--- config.mk ---
export PLATFORM = sky130hd
export DESIGN_NAME = axi4_slave_rd_responder
export DESIGN_NICKNAME = d
export VERILOG_FILES = /design/src/rtl/axi4_globals_pkg.sv /design/src/rtl/axi4_burst_addr_gen.sv /design/src/rtl/axi4_slave_rd_responder.sv
export SDC_FILE = /design/constraint.sdc
export NUM_CORES = 1
export LEC_CHECK = 0
export ABC_AREA = 0
export CORE_ASPECT_RATIO = 0.6
export CORE_MARGIN = 2
export CORE_UTILIZATION = 51
export CTS_CLUSTER_DIAMETER = 150
export CTS_CLUSTER_SIZE = 25
export DETAILED_ROUTE_END_ITERATION = 12
export GPL_TIMING_DRIVEN = 0
export PLACE_DENSITY_LB_ADDON = 0.05
export SETUP_SLACK_MARGIN = 0.15
export SLEW_MARGIN = 20
export SYNTH_ARGS = -nofsm -noshare
export SYNTH_HDL_FRONTEND = slang
export SYNTH_SLANG_ARGS = --single-unit
--- constraint.sdc ---
create_clock -name aclk -period 4 [get_ports aclk]
set_input_delay 0.8 -clock aclk [delete_from_list [all_inputs] [get_ports aclk]]
set_output_delay 0.8 -clock aclk [all_outputs]
set_load 0.02 [all_outputs]
--- src/rtl/axi4_globals_pkg.sv ---
// Shared AXI4 widths and encodings for the read-responder slice.
package axi4_globals_pkg;

    localparam int ADDRESS_WIDTH = 32;
    localparam int DATA_WIDTH    = 32;
    localparam int DATA_BYTES    = DATA_WIDTH / 8;

    typedef enum logic [1:0] {
        BURST_FIXED = 2'b00,
        BURST_INCR  = 2'b01,
        BURST_WRAP  = 2'b10
    } axi_burst_t;

    typedef enum logic [1:0] {
        RESP_OKAY   = 2'b00,
        RESP_EXOKAY = 2'b01,
        RESP_SLVERR = 2'b10,
        RESP_DECERR = 2'b11
    } axi_resp_t;

    function automatic logic wrap_len_ok(input logic [7:0] len);
        return (len == 8'd1) || (len == 8'd3) || (len == 8'd7) || (len == 8'd15);
    endfunction

endpackage

--- src/rtl/axi4_burst_addr_gen.sv ---
// Combinational next-beat address for FIXED / INCR / WRAP bursts.
module axi4_burst_addr_gen
    import axi4_globals_pkg::*;
(
    input  logic [ADDRESS_WIDTH-1:0] addr,
    input  logic [7:0]               len,
    input  logic [2:0]               size,
    input  logic [1:0]               burst,
    output logic [ADDRESS_WIDTH-1:0] next_addr
);

    logic [ADDRESS_WIDTH-1:0] step;
    logic [ADDRESS_WIDTH-1:0] incr;
    logic [ADDRESS_WIDTH-1:0] wrap_mask;

    assign step      = ADDRESS_WIDTH'(1) << size;
    assign incr      = addr + step;
    assign wrap_mask = ((ADDRESS_WIDTH'(len) + ADDRESS_WIDTH'(1)) << size) - ADDRESS_WIDTH'(1);

    // The reserved encoding 2'b11 falls through to INCR stepping.
    always_comb begin
        next_addr = incr;
        case (burst)
            BURST_FIXED: next_addr = addr;
            BURST_WRAP:  next_addr = (addr & ~wrap_mask) | (incr & wrap_mask);
            default:     next_addr = incr;
        endcase
    end

endmodule

--- src/rtl/axi4_slave_rd_responder.sv ---
// AXI4 read-channel slave, one outstanding burst, one memory read per beat.
// Define AXI4_SLAVE_RD_ERR_CHECK_EN to enable SLVERR/DECERR responses.
//
// state   | meaning
// IDLE    | arready high, waiting for a read request
// FETCH   | issue the memory read for the current beat (suppressed on error)
// CAPTURE | memory data arrives; register it into the R channel
// RESP    | rvalid held until rready, then next beat or back to IDLE
module axi4_slave_rd_responder
    import axi4_globals_pkg::*;
#(
    parameter longint unsigned MEM_BASE  = 0,
    parameter longint unsigned MEM_BYTES = 4096
) (
    input  logic                     aclk,
    input  logic                     areset,
    input  logic [3:0]               arid,
    input  logic [ADDRESS_WIDTH-1:0] araddr,
    input  logic [7:0]               arlen,
    input  logic [2:0]               arsize,
    input  logic [1:0]               arburst,
    input  logic                     arvalid,
    output logic                     arready,
    output logic [3:0]               rid,
    output logic [DATA_WIDTH-1:0]    rdata,
    output logic [1:0]               rresp,
    output logic                     rlast,
    output logic                     rvalid,
    input  logic                     rready,
    output logic                     mem_rd_en,
    output logic [ADDRESS_WIDTH-1:0] mem_addr,
    input  logic [DATA_WIDTH-1:0]    mem_rdata
);

    localparam logic [1:0] IDLE    = 2'd0;
    localparam logic [1:0] FETCH   = 2'd1;
    localparam logic [1:0] CAPTURE = 2'd2;
    localparam logic [1:0] RESP    = 2'd3;

    logic [1:0]               state;
    logic [3:0]               id_q;
    logic [ADDRESS_WIDTH-1:0] addr_q;
    logic [7:0]               len_q;
    logic [2:0]               size_q;
    logic [1:0]               burst_q;
    logic [1:0]               resp_q;
    logic [7:0]               beat_q;
    logic [ADDRESS_WIDTH-1:0] next_addr;
    logic                     in_range;
    axi_resp_t                ar_resp;

    assign in_range = (64'(araddr) >= MEM_BASE) && (64'(araddr) < MEM_BASE + MEM_BYTES);

`ifdef AXI4_SLAVE_RD_ERR_CHECK_EN
    always_comb begin
        ar_resp = RESP_OKAY;
        if ((arburst == 2'b11) ||
            ((arburst == BURST_WRAP) && !wrap_len_ok(arlen)) ||
            ((32'(1) << arsize) > 32'(DATA_BYTES)))
            ar_resp = RESP_SLVERR;
        else if (!in_range)
            ar_resp = RESP_DECERR;
    end
`else
    logic unused_cfg;
    assign unused_cfg = in_range;
    assign ar_resp    = RESP_OKAY;
`endif

    axi4_burst_addr_gen u_addr_gen (
        .addr      (addr_q),
        .len       (len_q),
        .size      (size_q),
        .burst     (burst_q),
        .next_addr (next_addr)
    );

    assign arready   = (state == IDLE) && !areset;
    assign mem_rd_en = (state == FETCH) && (resp_q == RESP_OKAY);
    assign mem_addr  = mem_rd_en ? (addr_q & ~ADDRESS_WIDTH'(DATA_BYTES - 1)) : '0;

    always_ff @(posedge aclk or posedge areset) begin
        if (areset) begin
            state   <= IDLE;
            id_q    <= '0;
            addr_q  <= '0;
            len_q   <= '0;
            size_q  <= '0;
            burst_q <= '0;
            resp_q  <= '0;
            beat_q  <= '0;
            rid     <= '0;
            rdata   <= '0;
            rresp   <= '0;
            rlast   <= 1'b0;
            rvalid  <= 1'b0;
        end else begin
            case (state)
                IDLE: begin
                    if (arvalid) begin
                        id_q    <= arid;
                        addr_q  <= araddr;
                        len_q   <= arlen;
                        size_q  <= arsize;
                        burst_q <= arburst;
                        resp_q  <= ar_resp;
                        beat_q  <= '0;
                        state   <= FETCH;
                    end
                end
                FETCH: state <= CAPTURE;
                CAPTURE: begin
                    rdata  <= (resp_q == RESP_OKAY) ? mem_rdata : '0;
                    rid    <= id_q;
                    rresp  <= resp_q;
                    rlast  <= (beat_q == len_q);
                    rvalid <= 1'b1;
                    state  <= RESP;
                end
                RESP: begin
                    if (rready) begin
                        rvalid <= 1'b0;
                        rlast  <= 1'b0;
                        if (rlast) begin
                            state <= IDLE;
                        end else begin
                            addr_q <= next_addr;
                            beat_q <= beat_q + 8'd1;
                            state  <= FETCH;
                        end
                    end
                end
                default: state <= IDLE;
            endcase
        end
    end

endmodule

==> flow_metrics.tcl <==
set metrics [dict create \
    endpoint_kind "register" \
    worstReg2RegStart "size_q[0]" \
    start_util 0.524 \
    setup_viol_count_final 0 \
    placed_cell_area_um2 8560 \
    area_delta_synth_final_pct 32.8 \
    grt_pass1_wl_um 32400 \
    diodes 0 \
    fill_cells 1012 \
    antenna_found_initial 0 \
    synth_cell_type_count 86 \
    finalHoldViolCount 0 \
    die_width_um 153 \
    grt_usage 0.282 \
    rows 32 \
    fin_crit_sh 0.947 \
    switchingPower_mw 3.98 \
    status "completed" \
    synth_top_area_share 0.359 \
    die_h_um 93.2 \
    dp_worst_setup_slack_ns -0.156 \
    top_layer "met4" \
    p_seq_frac 0.222 \
    cts_tree "done" \
    swShare 0.476 \
    htree_num_levels 3 \
    crit_fanout 10 \
    wl_per_cell_um 18.5 \
    grt_pass1_vias 6304 \
    synth_top_area_cell "dfrtp_1" \
    final_area_um2 8980 \
    cts_num_sinks 97 \
    clkSlewWorstSetupHoldPaths_ns 0.08 \
    crit_top_cell "inv_1" \
    ys_top_cells_by_area "dfrtp_1 36%, mux2_2 9.0%, nand2_1 3.7%" \
    setup.worst_path.start "size_q[0]" \
    crit_type "reg2reg" \
    maxCapViolCount 0 \
    synthArstFlopShare 1.00 \
    drc 0 \
    cp_cell_sequence "buf_4 > buf_2 > inv_2 > nand2_1 > inv_1 > ha_1 > inv_1 > fa_1 > nor2b_1 > o21ai_0 > a21oi_1 > o21ba_2 > o22ai_2 > nor2_4 > a31oi_1 > or2_2 > a211oi_1 > a21o_1" \
    wl_met1_um 9120 \
    critPathBufInv 5 \
    clockPowerShare 0.113 \
    ys.flop_type "dfrtp_1" \
    vias 6511 \
    fmax_mhz 264 \
    start_kind "register" \
    skew_ns 0.0109 \
    wl_met3_um 2040 \
    cts_root_buf "clkbuf_16" \
    synth_area_per_cell_um2 9.21 \
    required_ns 4.29 \
    power.density_nw_per_um2 932 \
    via_per_inst 6.01 \
    cp_slowest_cell "fa_1" \
    pin_count 159 \
    p_int_mw 4.39 \
    hpwl_um 15100 \
    drtIter0Drc 605 \
    grt_overflow 0 \
    drtAntennaViolNets 0 \
    rsz0062_at_grt "true" \
    cts_made_buffers 9 \
    worst_slew_pin_slew_ns 0.952 \
    drtPass1Iterations 5 \
    drive_gt1_frac 0.162 \
    fp.dieArea_um2 14200 \
    max_stage_delay_ns 0.41 \
    hp-start "id_q[1]" \
    cts_buffer_depth 2 \
    insertion_delay_ns 0.35 \
    synth-seq-cells 97 \
    grt_max_degree 50 \
    place.gp.congestion 0.969 \
    vdd_drop_max_mv 0.433 \
    drv_slew 0 \
    period_needed_ns 3.79 \
    postLayoutCoreUtil 0.696 \
    critical_path_arrival_ns 4.08 \
    syn_area_um2 6760 \
    yosysSeqAreaShare 0.359 \
    port_buffers 154 \
    ys_warn_count 0 \
    combPwrFrac 0.665 \
    synth_edf_count 0 \
    core_area_um2 12900 \
    nets 1011 \
    postCtsHoldBufs 0 \
    p_leak_nw 3.71 \
    hold_class "reg2reg" \
    met2_length_um 8740 \
    cp_top_family "compound AO/OA/AOI/OAI gates" \
    synth_cells 734 \
    wirelength_um 20100 \
    worst_slack_ns 0.210 \
    max_slew_margin 0.357 \
]
## power by group through the flow
stage          Sequential [mW]  Combinational, mW  Clock [mW]
2_1_floorplan             2.00               3.51           0
3_3_place_gp              1.83               5.23           0
3_5_place_dp              1.87               5.36           0
4_1_cts                   1.85               5.40       0.959
5_1_grt                   1.93               6.00       0.997
6_report                  1.86               5.57       0.943
## final timing paths
kind	depth (start not counted)	end	slack, ns
worst max-delay path	18	register	0.21
worst min-delay path	1	id_q[1]	0.50
worst max register to register	18	register	0.21
worst min register to register	1	id_q[1]	0.50
max in group asynchronous	3	asynchronous set/reset pin	2.50
min in group asynchronous	2	rdata[17]	0.88
## cell usage after synthesis, drive strengths merged, types with 12 or more instances
cell    number
buf         24
o21ai       41
and3        12
inv         27
nand3       20
xor2        18
a31oi       20
mux2        54
and2        33
a21oi       36
dfrtp       97
nand2       68
ha          17
clkbuf      22
nor2        61
## per-layer routing
metal | track usage | vias up
met5 | 0 | -
met4 | 0.0463 | 0
met3 | 0.0825 | 23
met2 | 0.427 | 333
met1 | 0.407 | 3133
li1 | - | 3022
## cell families (layout without fill, tap and decap cells)
| family | count (synthesis) | in the layout | synth area share |
|---|---|---|---|
| DFF | 97 | 97 | 0.359 |
| muxes | 65 | 65 | 0.108 |
| other | 1 | 4 | 0.000555 |
| xor gates and xnor gates | 29 | 29 | 0.0376 |
| adders and majority gates | 18 | 18 | 0.0344 |
| buffers and inverters | 74 | 250 | 0.0489 |
| and+or+nand+nor | 260 | 260 | 0.205 |
| AOI/OAI and AO/OA | 190 | 190 | 0.206 |
## final cells by class
class                      instances  area, um^2  share of cell area
clock buffer                       9         225              0.0251
buffer                            46         241              0.0269
timing repair buffer             160        1610               0.179
tap                              170         213              0.0237
sequential                        97        2430               0.271
inverter                          28         110              0.0123
multi-input combinational        566        4060               0.452
clock inverter                     7        93.8              0.0105
## per-stage QoR
step	instances	power [mW]	hold slack (ns)	setup TNS (ns)
floorplan	737	5.51	0.456	0
global placement	1061	7.06	0.477	-87.94
detailed placement	1062	7.23	0.491	-0.712
CTS	1078	8.21	0.510	0
global route	1083	8.93	0.522	0
finish	1083	8.37	0.503	0
## repair_timing
item,CTS,global route
setup endpoints to repair,14,26
resized for setup,5,23
pin swaps,0,4
endpoints found under the hold margin,0,0
setup buffers,0,5
## cells in the final DEF, fill, tap and decap left out, drive strengths merged, types with 10 or more instances in the layout
cell,synthesis,routed
a21oi,36,36
inv,27,31
mux2,54,54
dfrtp,97,97
o21ai,41,41
ha,17,17
and2,33,33
clkdlybuf4s50,0,154
o22a,11,11
and3,12,12
nand2,68,68
nand2b,10,10
nand3,20,20
nor2,61,61
xor2,18,18
xnor2,11,11
buf,24,27
a31oi,20,20
clkbuf,22,34
mux2i,10,10
Note: power is estimated with default switching activity, not from simulation.
